--- config.mk ---
export PLATFORM = sky130hd
export DESIGN_NAME = fcmp_pipe
export DESIGN_NICKNAME = d
export VERILOG_FILES = /design/src/rtl/fcmp_pkg.sv /design/src/rtl/fcmp_core.sv /design/src/rtl/fcmp_pipe.sv
export SDC_FILE = /design/constraint.sdc
export NUM_CORES = 1
export LEC_CHECK = 0
export ABC_CLOCK_PERIOD_IN_PS = 7300
export BUFFER_PORTS_ARGS = -buffer_cell sky130_fd_sc_hd__clkbuf_2
export CELL_PAD_IN_SITES_DETAIL_PLACEMENT = 1
export CELL_PAD_IN_SITES_GLOBAL_PLACEMENT = 1
export CORE_ASPECT_RATIO = 1.75
export CORE_MARGIN = 2
export CORE_UTILIZATION = 30
export CTS_BUF_LIST = sky130_fd_sc_hd__clkbuf_2 sky130_fd_sc_hd__clkbuf_4 sky130_fd_sc_hd__clkbuf_8
export CTS_CLUSTER_DIAMETER = 40
export CTS_CLUSTER_SIZE = 40
export DETAILED_ROUTE_END_ITERATION = 10
export GPL_TIMING_DRIVEN = 0
export PLACE_DENSITY = 0.65
export SLEW_MARGIN = 15
export SYNTH_ARGS = -nofsm -noshare
export SYNTH_HDL_FRONTEND = slang
export SYNTH_SLANG_ARGS = --single-unit
export TNS_END_PERCENT = 10
--- constraint.sdc ---
create_clock -name clk -period 7.3 [get_ports clk]
set_input_delay 0.73 -clock clk [delete_from_list [all_inputs] [get_ports clk]]
set_output_delay 0.73 -clock clk [all_outputs]
set_load 0.005 [all_outputs]
--- src/rtl/fcmp_pkg.sv ---
// +----------------------------------------------------------------------------+
// | fcmp_pkg : op codes, operand class encoding and classifier for fcmp_pipe    |
// | Revision : 1.0                                                              |
// +----------------------------------------------------------------------------+
`default_nettype none

package fcmp_pkg;

  typedef enum logic [2:0] {
    FCMP_FEQ  = 3'd0,
    FCMP_FLT  = 3'd1,
    FCMP_FLE  = 3'd2,
    FCMP_FMIN = 3'd3,
    FCMP_FMAX = 3'd4
  } fcmp_op_e;

  // Encoded so that a plain unsigned compare gives NEG < ZERO < POS.
  localparam logic [1:0] CLS_NEG  = 2'd0;
  localparam logic [1:0] CLS_ZERO = 2'd1;
  localparam logic [1:0] CLS_POS  = 2'd2;

  function automatic logic [1:0] fcmp_class(input logic sign, input logic exp_zero);
    if (exp_zero) return CLS_ZERO;
    return sign ? CLS_NEG : CLS_POS;
  endfunction

endpackage

`default_nettype wire

--- src/rtl/fcmp_core.sv ---
// +----------------------------------------------------------------------------+
// | fcmp_core : combinational FP compare/select (FEQ/FLT/FLE/FMIN/FMAX)         |
// | Revision : 1.0                                                              |
// +----------------------------------------------------------------------------+
`default_nettype none

module fcmp_core
  import fcmp_pkg::*;
#(
  parameter int EXP_W = 8,
  parameter int MAN_W = 23,
  localparam int W    = 1 + EXP_W + MAN_W
) (
  input  logic [W-1:0] i_a,
  input  logic [W-1:0] i_b,
  input  logic [2:0]   i_op,
  output logic [W-1:0] o_result
);

  logic [1:0]   w_cls_a, w_cls_b;
  logic [W-2:0] w_mag_a, w_mag_b;
  logic         w_same, w_a_lt_b, w_b_lt_a, w_eq;

  assign w_mag_a = i_a[W-2:0];
  assign w_mag_b = i_b[W-2:0];
  assign w_cls_a = fcmp_class(i_a[W-1], i_a[W-2 -: EXP_W] == '0);
  assign w_cls_b = fcmp_class(i_b[W-1], i_b[W-2 -: EXP_W] == '0);
  assign w_same  = (w_cls_a == w_cls_b);
  assign w_eq    = w_same && ((w_cls_a == CLS_ZERO) || (w_mag_a == w_mag_b));

  // Within a class: positives ascend by magnitude, negatives descend, zeros tie.
  always_comb begin
    w_a_lt_b = (w_cls_a < w_cls_b);
    w_b_lt_a = (w_cls_b < w_cls_a);
    if (w_same && w_cls_a == CLS_POS) begin
      w_a_lt_b = (w_mag_a < w_mag_b);
      w_b_lt_a = (w_mag_b < w_mag_a);
    end else if (w_same && w_cls_a == CLS_NEG) begin
      w_a_lt_b = (w_mag_a > w_mag_b);
      w_b_lt_a = (w_mag_b > w_mag_a);
    end
  end

  // Ties in min/max always return operand a's raw bits.
  always_comb begin
    o_result = '0;
    case (i_op)
      FCMP_FEQ:  o_result = W'(w_eq);
      FCMP_FLT:  o_result = W'(w_a_lt_b);
      FCMP_FLE:  o_result = W'(w_a_lt_b | w_eq);
      FCMP_FMIN: o_result = w_b_lt_a ? i_b : i_a;
      FCMP_FMAX: o_result = w_a_lt_b ? i_b : i_a;
      default:   o_result = '0;
    endcase
  end

endmodule

`default_nettype wire

--- src/rtl/fcmp_pipe.sv ---
// +----------------------------------------------------------------------------+
// | fcmp_pipe : pipelined FP compare/select with valid/ready and tag carry      |
// | Revision : 1.0                                                              |
// +----------------------------------------------------------------------------+
`default_nettype none

module fcmp_pipe
  import fcmp_pkg::*;
#(
  parameter int EXP_W  = 8,
  parameter int MAN_W  = 23,
  parameter int STAGES = 2,
  parameter int TAG_W  = 5,
  localparam int W     = 1 + EXP_W + MAN_W
) (
  input  logic             clk,
  input  logic             rst,
  input  logic             in_valid,
  output logic             in_ready,
  input  logic [2:0]       in_op,
  input  logic [TAG_W-1:0] in_tag,
  input  logic [W-1:0]     in_a,
  input  logic [W-1:0]     in_b,
  output logic             out_valid,
  input  logic             out_ready,
  output logic [TAG_W-1:0] out_tag,
  output logic [W-1:0]     out_result
);

  generate
    if (STAGES < 1 || STAGES > 3) begin : g_bad_stages
      $error("fcmp_pipe: STAGES must be in 1..3");
    end
  endgenerate

  logic [STAGES-1:0] r_valid;
  logic [TAG_W-1:0]  r_tag [STAGES];
  logic [W-1:0]      r_res [STAGES];
  logic [STAGES-1:0] w_free;
  logic [W-1:0]      w_core_result;

  fcmp_core #(
    .EXP_W (EXP_W),
    .MAN_W (MAN_W)
  ) u_core (
    .i_a      (in_a),
    .i_b      (in_b),
    .i_op     (in_op),
    .o_result (w_core_result)
  );

  // Slot k can load when the consumer takes data or any slot from k onward has a hole.
  always_comb begin
    w_free = '0;
    for (int k = 0; k < STAGES; k++) begin
      w_free[k] = out_ready;
      for (int j = k; j < STAGES; j++) begin
        if (!r_valid[j]) w_free[k] = 1'b1;
      end
    end
  end

  always_ff @(posedge clk) begin
    if (rst) begin
      r_valid <= '0;
      for (int k = 0; k < STAGES; k++) begin
        r_tag[k] <= '0;
        r_res[k] <= '0;
      end
    end else begin
      if (w_free[0]) begin
        r_valid[0] <= in_valid;
        if (in_valid) begin
          r_tag[0] <= in_tag;
          r_res[0] <= w_core_result;
        end
      end
      for (int k = 1; k < STAGES; k++) begin
        if (w_free[k]) begin
          r_valid[k] <= r_valid[k-1];
          if (r_valid[k-1]) begin
            r_tag[k] <= r_tag[k-1];
            r_res[k] <= r_res[k-1];
          end
        end
      end
    end
  end

  assign in_ready   = w_free[0];
  assign out_valid  = r_valid[STAGES-1];
  assign out_tag    = r_tag[STAGES-1];
  assign out_result = r_res[STAGES-1];

endmodule

`default_nettype wire

==> impl_summary.log, run 1 <==
[metrics] routed length per instance: 15.77 microns
[metrics] largest cells by area after synthesis: sky130_fd_sc_hd__edfxtp_1 (52%), sky130_fd_sc_hd__ha_1 (9.6%), sky130_fd_sc_hd__buf_4 (6.6%)
[metrics] routability-driven placement congestion ratio: 0.7960
[metrics] x dimension of the die: 94.65 microns
[metrics] unrepaired setup endpoints after global routing: false
[metrics] Final #Nets: 603
[metrics] minimum clock period: 3652 ps
[metrics] slowest CP cell: sky130_fd_sc_hd__nor4_1
[metrics] cell at the root of the clock tree: sky130_fd_sc_hd__clkbuf_8
[metrics] CTS H-tree depth: 3
[metrics] cell depth of the worst min-delay path: 1
[metrics] largest net degree at the start of global routing: 29
[metrics] highest clock frequency the design can meet: 0.2738 GHz
[metrics] Final ANT Viol Nets: 0
[metrics] global-route total usage across every layer: 14.42%
[metrics] area of the mapped netlist: 4314 sq um
[metrics] drt initial violations: 94
[metrics] classification of the worst setup path: in -> reg
[metrics] post-CTS repair timing setup buffer count: 0
[metrics] ordered list of cells on the worst path: clkbuf_2 > nor4_1 > nand2_1 > ha_1 > nand2_1 > a21oi_1 > nand2_1 > or3_1 > and3_4 > a32oi_1 > nor2b_1 > buf_6 > a22o_1
[metrics] Initial Utilization: 30.33%
[metrics] Layout area overhead: 25.52%
[metrics] top library cells by usage in the layout, fill and taps aside: sky130_fd_sc_hd__clkbuf_2 (114), sky130_fd_sc_hd__edfxtp_1 (74), sky130_fd_sc_hd__and2_1 (45)
[metrics] CTS tree: yes
[metrics] number of antenna violations at the first check in global routing: 0
[metrics] Mean Syn Cell Area: 11.76 sq um
[metrics] flip-flop and latch count after synthesis: 76
[metrics] Avg Vias per Cell: 4.638
[metrics] Worst Path Arrival: 3740 ps
[metrics] kind of start point of the critical path: primary input
[metrics] proportion of netlist area held by the largest area contributor: 51.51%
[metrics] Pre-Repair DR Iteration Count: 4
[metrics] most common flop cell mapped by yosys: sky130_fd_sc_hd__edfxtp_1
[metrics] final hold violation count: 0
[metrics] count of warnings emitted by yosys: 0
[metrics] buffers from clock root to sink, at most: 2
[metrics] DRC: 0
[metrics] routed vias: 3,149
[metrics] count of max-cap constraint violations: 0
[metrics] share of flip-flops with an asynchronous set or reset: 0%
[metrics] Site Rows: 58
[metrics] standard cell core area: 14,220 sq um
[metrics] Setup Slack @ Placement: 3263 ps
[metrics] Non-Filler Instances: 679
[metrics] worst vdd rail ir drop: 0.08905 mV
[metrics] tightest slew margin relative to the limit: 51.41%
[metrics] Port Buffer Count: 114
[metrics] Overflow after GRT: 0
[metrics] post-synthesis sequential area ratio: 52.44%
[metrics] Worst Setup Slack, final: 3648 ps
[metrics] gate count of the mapped netlist: 367
[metrics] DP Wirelength: 9.105 mm
[metrics] final critical-path share of the clock period: 50.03%
[metrics] Die Outline Area: 15,390 sq um
[metrics] placed instance area: 5175 sq um
[metrics] source of the worst hold timing path: r_res[0][9]
[metrics] Largest stage delay, worst path: 630 ps
[metrics] filler cell count: 1,654
[metrics] Ports: 115
[metrics] Reg2Reg Depth: 6
[metrics] number of synthesized flops with an enable pin: 74
[metrics] Setup Skew: 11.08 ps
[metrics] insertion delay of the later-clocked pin in the worst-skew pair: 340 ps
[metrics] first-pass GRT wire length: 16.73 mm
[metrics] number of cells on the critical path: 13
[metrics] library cell appearing most often on the critical path: sky130_fd_sc_hd__nand2_1
[metrics] number of global-route vias before repair: 3,485
[metrics] Antenna Cells: 0
[metrics] nets in the synthesized netlist: 476
[metrics] Max FO, Critical Path: 10
[metrics] hold worst-path end: r_res[0][41]
[metrics] power density of the placed cells: 195.0 nW/um^2
[metrics] cell class contributing the biggest share of worst-path delay: simple AND/OR/NAND/NOR gates
[metrics] number of instances in the placed design: 663
[metrics] final count of negative-setup-slack endpoints: 0
[metrics] clock edge transition at the registers on the reported setup and hold paths: 80 ps
[metrics] class of the tightest hold or removal check: reg -> reg
[metrics] post-cts repair resize count: 0
[metrics] fraction of final layout cells sized beyond drive strength 1: 37.27%
[metrics] critical path capture point type: register
[metrics] startpoint of the worst register-to-register path: r_valid[1]
[metrics] result of the run: complete, no violations
[metrics] reported leakage power: 2.538 nW
[metrics] required time at the endpoint of the critical path: 7380 ps
[metrics] total of hold buffers inserted after clock tree synthesis: 0
[metrics] count of different cell masters after synthesis: 42
[metrics] Finished Cell Area: 5415 sq um
[metrics] max-slew violation total from the final report: 0
[metrics] number of CTS-inserted buffers: 9
[metrics] vertical extent of the die: 162.6 microns
[metrics] number of clock sinks: 76
[metrics] leading cell type in the layout, fill and taps excluded: sky130_fd_sc_hd__clkbuf_2
[metrics] cell taking the most area after synthesis: sky130_fd_sc_hd__edfxtp_1
[metrics] end of the worst register-to-register path: r_res[0][22]
[metrics] routed wire length: 10.71 mm
[metrics] number of buffers and inverters on the critical path: 2
[metrics] actual slew at the worst max-slew pin: 724.8 ps
[metrics] internal reg-to-reg setup slack: 5000 ps
[metrics] total negative slack for setup checks: 0 ps
[metrics] tightest hold margin: 526.5 ps
-- worst max-delay path by stage --
stage,startpoint,endpoint,slack (ps)
finish,in_a[28],r_res[0][22],3650
CTS,in_a[28],r_res[0][22],3620
global route,in_a[28],r_res[0][22],3400
floorplan,in_b[28],r_res[0][10],3990
detailed placement,in_a[28],r_res[0][22],3260
global placement,in_a[28],r_res[0][22],3330
-- layer usage --
layer	GRT usage, %	vias to the layer above	part of all wire [%]
met5	0	-	0
met1	13.37	1491	33
met3	1.851	28	3.3
li1	-	1546	-
met2	27.85	84	58
met4	9.947	0	5.6
-- cells by family (layout without fill, tap and decap cells) --
| group | Yosys count | count (layout) | synth area share [%] |
|---|---|---|---|
| buffers and inverters | 82 | 214 | 11.48 |
| AOI/OAI and AO/OA | 73 | 73 | 12.73 |
| adders and majority gates | 33 | 33 | 9.571 |
| DFF | 76 | 76 | 52.44 |
| and+or+nand+nor | 103 | 103 | 13.78 |
-- power by group --
part / internal, W / switching [W]
logic: 0.0000826 / 0.0000830
registers: 0.000512 / 0.00000762
clock network: 0.000225 / 0.000146
total: 0.000819 / 0.000237
-- cell usage after synthesis, types with 2 or more instances --
master,instances
sky130_fd_sc_hd__nand4_1,5
sky130_fd_sc_hd__nand3_1,4
sky130_fd_sc_hd__ha_1,33
sky130_fd_sc_hd__buf_6,6
sky130_fd_sc_hd__a21o_1,3
sky130_fd_sc_hd__and3_1,2
sky130_fd_sc_hd__a211oi_1,2
sky130_fd_sc_hd__edfxtp_1,74
sky130_fd_sc_hd__nor3_1,2
sky130_fd_sc_hd__a211o_1,2
sky130_fd_sc_hd__nor2_1,12
sky130_fd_sc_hd__a21oi_1,17
sky130_fd_sc_hd__nand2b_1,2
sky130_fd_sc_hd__buf_4,38
sky130_fd_sc_hd__or4_1,2
sky130_fd_sc_hd__o21a_1,2
sky130_fd_sc_hd__and2_1,45
sky130_fd_sc_hd__nand2_1,15
sky130_fd_sc_hd__dfxtp_1,2
sky130_fd_sc_hd__o21ai_0,7
sky130_fd_sc_hd__a22o_1,31
sky130_fd_sc_hd__nor4_1,3
sky130_fd_sc_hd__inv_1,34
sky130_fd_sc_hd__clkbuf_1,4
sky130_fd_sc_hd__nor2b_1,3
-- layout make-up --
type                            count  area, sq um  share of cell area [%]
Buffer                             48        367.9                   6.793
Clock buffer                       13        172.7                   3.189
Clock inverter                      3        67.56                   1.248
Inverter                           34        127.6                   2.357
Multi-Input combinational cell    209         1574                   29.07
Sequential cell                    76         2262                   41.77
Tap cell                          180        225.2                   4.159
Timing Repair Buffer              116        618.1                   11.41
-- worst register-to-register path: stages, from the launching register on --
cell and delay [ps]:
sky130_fd_sc_hd__dfxtp_1 310, sky130_fd_sc_hd__nor2b_1 170, sky130_fd_sc_hd__and2_1 210, sky130_fd_sc_hd__nor3_2 600, sky130_fd_sc_hd__nor2b_1 470, sky130_fd_sc_hd__buf_6 210
sky130_fd_sc_hd__a22o_1 170
-- flip-flops by register name, summed over array words and instances, names as in the netlist --
| register | cells |
|---|---|
| r_res | 64 |
| r_valid | 2 |
| r_tag | 10 |
-- metrics by stage --
stage	power, W	util (%)
2_1_floorplan	0.0006227	-
3_3_place_gp	0.0006869	35.93
3_5_place_dp	0.0006985	36.38
4_1_cts	0.001069	38.07
5_1_grt	0.001103	38.07
6_report	0.001056	38.07
Power figures use the tool's default switching activity.
==> run 2: changes to the inputs <==
- ABC_CLOCK_PERIOD_IN_PS: 7300 -> 3300
- PLACE_DENSITY: 0.65 -> 0.68
- clock period: 7.3 -> 3.3 ns (I/O delays scaled with it)
==> run 2 against run 1 <==
Setup slack lost 3500 ps. First-iteration DRC count is 12% lower. Clock power grew 110%. Clock-buffer cell count decreased by 4.
==> impl_summary.log, run 2 (synthesis gave the netlist of run 1 again) <==
[metrics] routed wire length: 10.78 mm (+0.66%)
[metrics] leading cell type in the layout, fill and taps excluded: sky130_fd_sc_hd__clkbuf_2
[metrics] buffers from clock root to sink, at most: 2 (unchanged)
[metrics] Die Outline Area: 15,390 sq um (unchanged)
[metrics] total of hold buffers inserted after clock tree synthesis: 0 (unchanged)
[metrics] final hold violation count: 0 (unchanged)
[metrics] routed length per instance: 15.87 microns (+0.66%)
[metrics] CTS tree: yes
[metrics] tightest slew margin relative to the limit: 54.22% (+2.8 points)
[metrics] number of CTS-inserted buffers: 9 (unchanged)
[metrics] tightest hold margin: 208.4 ps (-318.1 ps)
[metrics] ordered list of cells on the worst path: clkbuf_2 > or4_1 > nor2_1 > or2_2 > ha_1 > nand2_1 > a21oi_1 > nand2_1 > or3_1 > and3_4 > a32oi_1 > nor2b_1 > buf_6 > a22o_1
[metrics] class of the tightest hold or removal check: in -> reg
[metrics] classification of the worst setup path: in -> reg
[metrics] Final ANT Viol Nets: 0 (unchanged)
[metrics] post-CTS repair timing setup buffer count: 0 (unchanged)
[metrics] actual slew at the worst max-slew pin: 683.0 ps (-41.81 ps)
[metrics] number of instances in the placed design: 663 (unchanged)
[metrics] largest net degree at the start of global routing: 23 (-21%)
[metrics] slowest CP cell: sky130_fd_sc_hd__or4_1
[metrics] cell at the root of the clock tree: sky130_fd_sc_hd__clkbuf_8
[metrics] Port Buffer Count: 114 (unchanged)
[metrics] Setup Skew: 6.020 ps (-5.057 ps)
[metrics] count of max-cap constraint violations: 0 (unchanged)
[metrics] CTS H-tree depth: 3 (unchanged)
[metrics] Ports: 115 (unchanged)
[metrics] first-pass GRT wire length: 16.96 mm (+1.4%)
[metrics] flip-flop and latch area: 2262 sq um (unchanged)
[metrics] number of antenna violations at the first check in global routing: 0 (unchanged)
[metrics] top library cells by usage in the layout, fill and taps aside: sky130_fd_sc_hd__clkbuf_2 (114), sky130_fd_sc_hd__edfxtp_1 (74), sky130_fd_sc_hd__and2_1 (45)
[metrics] Avg Vias per Cell: 4.588 (-1.1%)
[metrics] number of clock sinks: 76 (unchanged)
[metrics] library cell appearing most often on the critical path: sky130_fd_sc_hd__nand2_1
[metrics] required time at the endpoint of the critical path: 3390 ps (-3990 ps)
[metrics] result of the run: complete, no violations
[metrics] max-slew violation total from the final report: 0 (unchanged)
[metrics] power density of the placed cells: 422.9 nW/um^2 (+120%)
[metrics] routed vias: 3,115 (-1.1%)
[metrics] x dimension of the die: 94.65 microns (unchanged)
[metrics] DP Wirelength: 9.181 mm (+0.83%)
[metrics] total negative slack for setup checks: 0 ps (unchanged)
[metrics] Worst Path Arrival: 3210 ps (-530 ps)
[metrics] Antenna Cells: 0 (unchanged)
[metrics] fraction of final layout cells sized beyond drive strength 1: 37.27% (unchanged)
[metrics] worst vdd rail ir drop: 0.1527 mV (+72%)
[metrics] reported leakage power: 2.532 nW (-0.25%)
[metrics] clock edge transition at the registers on the reported setup and hold paths: 80 ps (about the same)
[metrics] Non-Filler Instances: 679 (unchanged)
[metrics] Final #Nets: 603 (unchanged)
[metrics] Largest stage delay, worst path: 590 ps (-40 ps)
[metrics] largest registers: r_res (64), r_tag (10), r_valid (2)
[metrics] area of the multi-input gates: 1587 sq um (+0.79%)
[metrics] routability-driven placement congestion ratio: 0.8491 (+6.7%)
[metrics] top register by number of flip-flops: r_res
[metrics] DRC: 0 (unchanged)
[metrics] number of global-route vias before repair: 3,451 (-0.98%)
[metrics] kind of start point of the critical path: primary input
[metrics] Pre-Repair DR Iteration Count: 4 (unchanged)
[metrics] final count of negative-setup-slack endpoints: 0 (unchanged)
[metrics] Layout area overhead: 25.38%
[metrics] critical path capture point type: register
[metrics] unrepaired setup endpoints after global routing: false
[metrics] Overflow after GRT: 0 (unchanged)
[metrics] global-route total usage across every layer: 14.79% (+0.37 points)
[metrics] drt initial violations: 83 (-12%)
[metrics] vertical extent of the die: 162.6 microns (unchanged)
[metrics] post-cts repair resize count: 0 (unchanged)
[metrics] minimum clock period: 3121 ps
[metrics] standard cell core area: 14,220 sq um (unchanged)
[metrics] number of flip-flops under the largest register name: 64 (unchanged)
[metrics] highest clock frequency the design can meet: 0.3204 GHz
[metrics] filler cell count: 1,632 (-1.3%)
[metrics] Max FO, Critical Path: 10 (unchanged)
[metrics] Initial Utilization: 30.33% (unchanged)
[metrics] insertion delay of the later-clocked pin in the worst-skew pair: 350 ps (about the same)
[metrics] final critical-path share of the clock period: 94.58%
[metrics] Site Rows: 58 (unchanged)
run 2: cell count changes in the layout (fill, tap and decap cells not counted), moves of 2 or more:
cell | before | now
sky130_fd_sc_hd__nor4_2 | 1 | 3
sky130_fd_sc_hd__clkinv_1 | 0 | 2
sky130_fd_sc_hd__clkbuf_8 | 12 | 9
sky130_fd_sc_hd__nor4_1 | 3 | 1
run 2: layout make-up:
| type | count | share of cell area [%] |
|---|---|---|
| sequential | 76 | 41.82 |
| multi-input combinational | 209 | 29.33 |
| timing repair buffer | 116 | 11.57 |
| buffer | 48 | 6.801 |
| tap | 180 | 4.164 |
| inverter | 34 | 2.359 |
| clock buffer | 9 | 2.290 |
| clock inverter | 7 | 1.666 |
run 2: layer usage:
layer  vias to the layer above  GRT usage (%)  wire length [microns]
met2                        68          29.59                   6443
met1                      1477          13.18                   3568
li1                       1548              -                      -
met4                         0          8.696                    459
met5                         -              0                      0
met3                        22          2.314                    306
run 2: power breakdown:
group | switching (W) | internal (W) | leakage, nW
Clock | 0.000342 | 0.000423 | 0.109
Sequential | 0.0000163 | 0.00113 | 0.820
Combinational | 0.000189 | 0.000185 | 1.60
run 2: worst max-delay path: cells and delay by family:
| kind | cells | cell delay, ps |
|---|---|---|
| simple gates | 8 | 1800 |
| compound gates | 3 | 640 |
| buf+inv | 2 | 270 |
| fa+ha+maj | 1 | 150 |
run 2: path summary, 6_finish.rpt:
check               startpoint      endpoint  slack [ps]  cells after the start
setup / recovery      in_b[28]  r_res[0][22]         180                     14
hold / removal             rst    r_valid[0]         210                      2
setup reg to reg    r_valid[1]  r_res[0][22]        1040                      6
hold reg to reg   r_res[0][11]  r_res[0][43]         520                      1
run 2: stage by stage:
| step | util [%] | setup slack, ps | power, W | cell area (sq um) |
|---|---|---|---|---|
| 2_1_floorplan | - | 392.9 | 0.001377 | 4314 |
| 3_3_place_gp | 35.93 | -258.6 | 0.001522 | 5110 |
| 3_5_place_dp | 36.44 | -293.0 | 0.001552 | 5182 |
| 4_1_cts | 37.94 | 68.82 | 0.002319 | 5396 |
| 5_1_grt | 38.03 | 52.89 | 0.002395 | 5409 |
| 6_report | 38.03 | 178.8 | 0.002288 | 5409 |
==> run 3: changes to the inputs <==
- PLACE_DENSITY: 0.68 -> 0.64
==> run 3 against run 2 <==
Clock power about the same. Sequential cell count is the same. Clock skew rose by 2.3 ps. Register-to-register slack improved by 80 ps. Sequential power is essentially flat. Core utilization is essentially flat. Hold slack better by 12 ps. Via count is 1.1% higher. Non-clock buffer count is the same. Die area is the same. Setup slack better by 28 ps.
==> impl_summary.log, run 3 (synthesis gave the netlist of run 1 again) <==
[metrics] routed wire length: 10.58 mm (-1.9%)
[metrics] reported leakage power: 2.533 nW (about the same)
[metrics] cell at the root of the clock tree: sky130_fd_sc_hd__clkbuf_8
[metrics] x dimension of the die: 94.65 microns (unchanged)
[metrics] Max FO, Critical Path: 10 (unchanged)
[metrics] actual slew at the worst max-slew pin: 666.8 ps (-16.26 ps)
[metrics] final hold violation count: 0 (unchanged)
[metrics] Die Outline Area: 15,390 sq um (unchanged)
[metrics] Layout area overhead: 25.26% (about the same)
[metrics] drt initial violations: 91 (+9.6%)
[metrics] startpoint of the worst register-to-register path: r_valid[1]
[metrics] slowest CP cell: sky130_fd_sc_hd__or4_1
[metrics] utilization of the core after routing: 37.99% (about the same)
[metrics] flip-flop and latch area: 2262 sq um (unchanged)
[metrics] number of flip-flops under the largest register name: 64 (unchanged)
[metrics] routed length per instance: 15.58 microns (-1.9%)
[metrics] critical path capture point type: register
[metrics] insertion delay of the later-clocked pin in the worst-skew pair: 350 ps (about the same)
[metrics] minimum clock period: 3093 ps (-28.39 ps)
[metrics] number of buffers and inverters on the critical path: 2 (unchanged)
[metrics] Antenna Cells: 0 (unchanged)
[metrics] Ports: 115 (unchanged)
[metrics] global-route total usage across every layer: 14.40% (-0.40 points)
[metrics] routability-driven placement congestion ratio: 0.8295 (-2.3%)
[metrics] result of the run: complete, no violations
[metrics] highest clock frequency the design can meet: 0.3233 GHz (+0.92%)
[metrics] top library cells by usage in the layout, fill and taps aside: sky130_fd_sc_hd__clkbuf_2 (114), sky130_fd_sc_hd__edfxtp_1 (74), sky130_fd_sc_hd__and2_1 (45)
[metrics] Avg Vias per Cell: 4.636 (+1.1%)
[metrics] largest net degree at the start of global routing: 21 (-8.7%)
[metrics] power density of the placed cells: 423.0 nW/um^2 (about the same)
[metrics] post-CTS repair timing setup buffer count: 0 (unchanged)
[metrics] routed vias: 3,148 (+1.1%)
[metrics] internal reg-to-reg setup slack: 1120 ps (+80 ps)
[metrics] area of the multi-input gates: 1580 sq um (-0.39%)
[metrics] tightest slew margin relative to the limit: 55.43% (+1.2 points)
[metrics] Reg2Reg Depth: 6 (unchanged)
[metrics] library cell appearing most often on the critical path: sky130_fd_sc_hd__nand2_1
[metrics] Final ANT Viol Nets: 0 (unchanged)
[metrics] CTS tree: yes
[metrics] Critical Path Source: in_b[28]
[metrics] clock edge transition at the registers on the reported setup and hold paths: 80 ps (about the same)
[metrics] cell depth of the worst min-delay path: 2 (unchanged)
[metrics] number of antenna violations at the first check in global routing: 0 (unchanged)
[metrics] cell class contributing the biggest share of worst-path delay: simple AND/OR/NAND/NOR gates
[metrics] tightest hold margin: 220.3 ps (+11.86 ps)
[metrics] Setup Slack @ Placement: -344.3 ps (-51.31 ps)
[metrics] first-pass GRT wire length: 16.60 mm (-2.1%)
[metrics] ordered list of cells on the worst path: clkbuf_2 > or4_1 > nor2_1 > or2_2 > ha_1 > nand2_1 > a21oi_1 > nand2_1 > or3_1 > and3_4 > a32oi_1 > nor2b_1 > buf_6 > a22o_1
[metrics] Largest stage delay, worst path: 580 ps (about the same)
[metrics] final count of negative-setup-slack endpoints: 0 (unchanged)
[metrics] source of the worst hold timing path: rst
[metrics] top register by number of flip-flops: r_res
[metrics] worst vdd rail ir drop: 0.1699 mV (+11%)
[metrics] buffers from clock root to sink, at most: 2 (unchanged)
[metrics] kind of start point of the critical path: primary input
[metrics] Site Rows: 58 (unchanged)
[metrics] number of global-route vias before repair: 3,473 (+0.64%)
[metrics] Initial Utilization: 30.33% (unchanged)
[metrics] class of the tightest hold or removal check: in -> reg
[metrics] fraction of final layout cells sized beyond drive strength 1: 37.27% (unchanged)
[metrics] max-slew violation total from the final report: 0 (unchanged)
[metrics] Final #Nets: 603 (unchanged)
[metrics] vertical extent of the die: 162.6 microns (unchanged)
[metrics] hold worst-path end: r_valid[1]
[metrics] count of max-cap constraint violations: 0 (unchanged)
[metrics] leading cell type in the layout, fill and taps excluded: sky130_fd_sc_hd__clkbuf_2
[metrics] standard cell core area: 14,220 sq um (unchanged)
[metrics] DRC: 0 (unchanged)
[metrics] number of clock sinks: 76 (unchanged)
[metrics] total power of the final layout: 0.002286 W (about the same)
[metrics] Port Buffer Count: 114 (unchanged)
[metrics] DP Wirelength: 8.980 mm (-2.2%)
[metrics] final critical-path share of the clock period: 93.72% (-0.86 points)
[metrics] Setup Skew: 8.271 ps (+2.252 ps)
[metrics] CTS H-tree depth: 3 (unchanged)
[metrics] filler cell count: 1,616 (-0.98%)
[metrics] Pre-Repair DR Iteration Count: 4 (unchanged)
[metrics] required time at the endpoint of the critical path: 3390 ps (about the same)
[metrics] Worst Setup Slack, final: 207.2 ps (+28.39 ps)
[metrics] end of the worst register-to-register path: r_res[0][22]
[metrics] Overflow after GRT: 0 (unchanged)
[metrics] number of CTS-inserted buffers: 9 (unchanged)
[metrics] total negative slack for setup checks: 0 ps (unchanged)
[metrics] unrepaired setup endpoints after global routing: false
[metrics] Worst Path Arrival: 3190 ps (-20 ps)
[metrics] largest registers: r_res (64), r_tag (10), r_valid (2)
[metrics] classification of the worst setup path: in -> reg
-- run 3: cell types whose count changed in the layout (fill, tap and decap cells not counted) --
cell                       change
sky130_fd_sc_hd__clkinv_1      -1
sky130_fd_sc_hd__nor4_1        +1
sky130_fd_sc_hd__inv_6         -1
sky130_fd_sc_hd__clkinv_4      +1
sky130_fd_sc_hd__nor4_2        -1
sky130_fd_sc_hd__clkinv_2      +1
-- run 3: area by class of cell --
cell class / count / area share [%]
flip-flops and latches: 76 / 41.86
multi-input cells: 209 / 29.24
repair buffers: 116 / 11.58
plain buffers: 48 / 6.807
well taps: 180 / 4.168
inverters: 34 / 2.362
clock buffers: 9 / 2.292
clock inverters: 7 / 1.690
-- run 3: metal layers --
layer  wire length [microns]  track usage (%)  up-vias  share of wire [%]
li1                        -                -     1544                  -
met1                    3655            13.47     1516                 35
met2                    6255            28.63       70                 59
met3                     322            2.314       18                3.0
met4                     342            7.312        0                3.2
met5                       0                0        -                  0
-- run 3: power by group --
group / internal, W / total, W / switching [W] / leakage (nW)
clock network: 0.000423 / 0.000765 / 0.000342 / 0.111
registers: 0.00113 / 0.00115 / 0.0000165 / 0.820
logic: 0.000184 / 0.000372 / 0.000188 / 1.60
-- run 3: worst max path at each step --
stage | depth (start not counted) | endpoint
2_1_floorplan | 13 | r_res[0][10]
4_1_cts | 13 | r_res[0][22]
5_1_grt | 13 | r_res[0][22]
3_5_place_dp | 13 | r_res[0][22]
3_3_place_gp | 3 | r_res[0][52]
6_report | 14 | r_res[0][22]
-- run 3: what timing repair did --
action | CTS | global route
resized for setup | 0 | 1
endpoints found under the setup margin | 0 | 30
hold buffers | 0 | 0
-- run 3: metrics by stage --
| stage | instance area [sq um] | cells |
|---|---|---|
| finish | 5404 | 679 |
| CTS | 5398 | 679 |
| global route | 5404 | 679 |
| floorplan | 4314 | 367 |
| detailed placement | 5182 | 663 |
| global placement | 5110 | 661 |
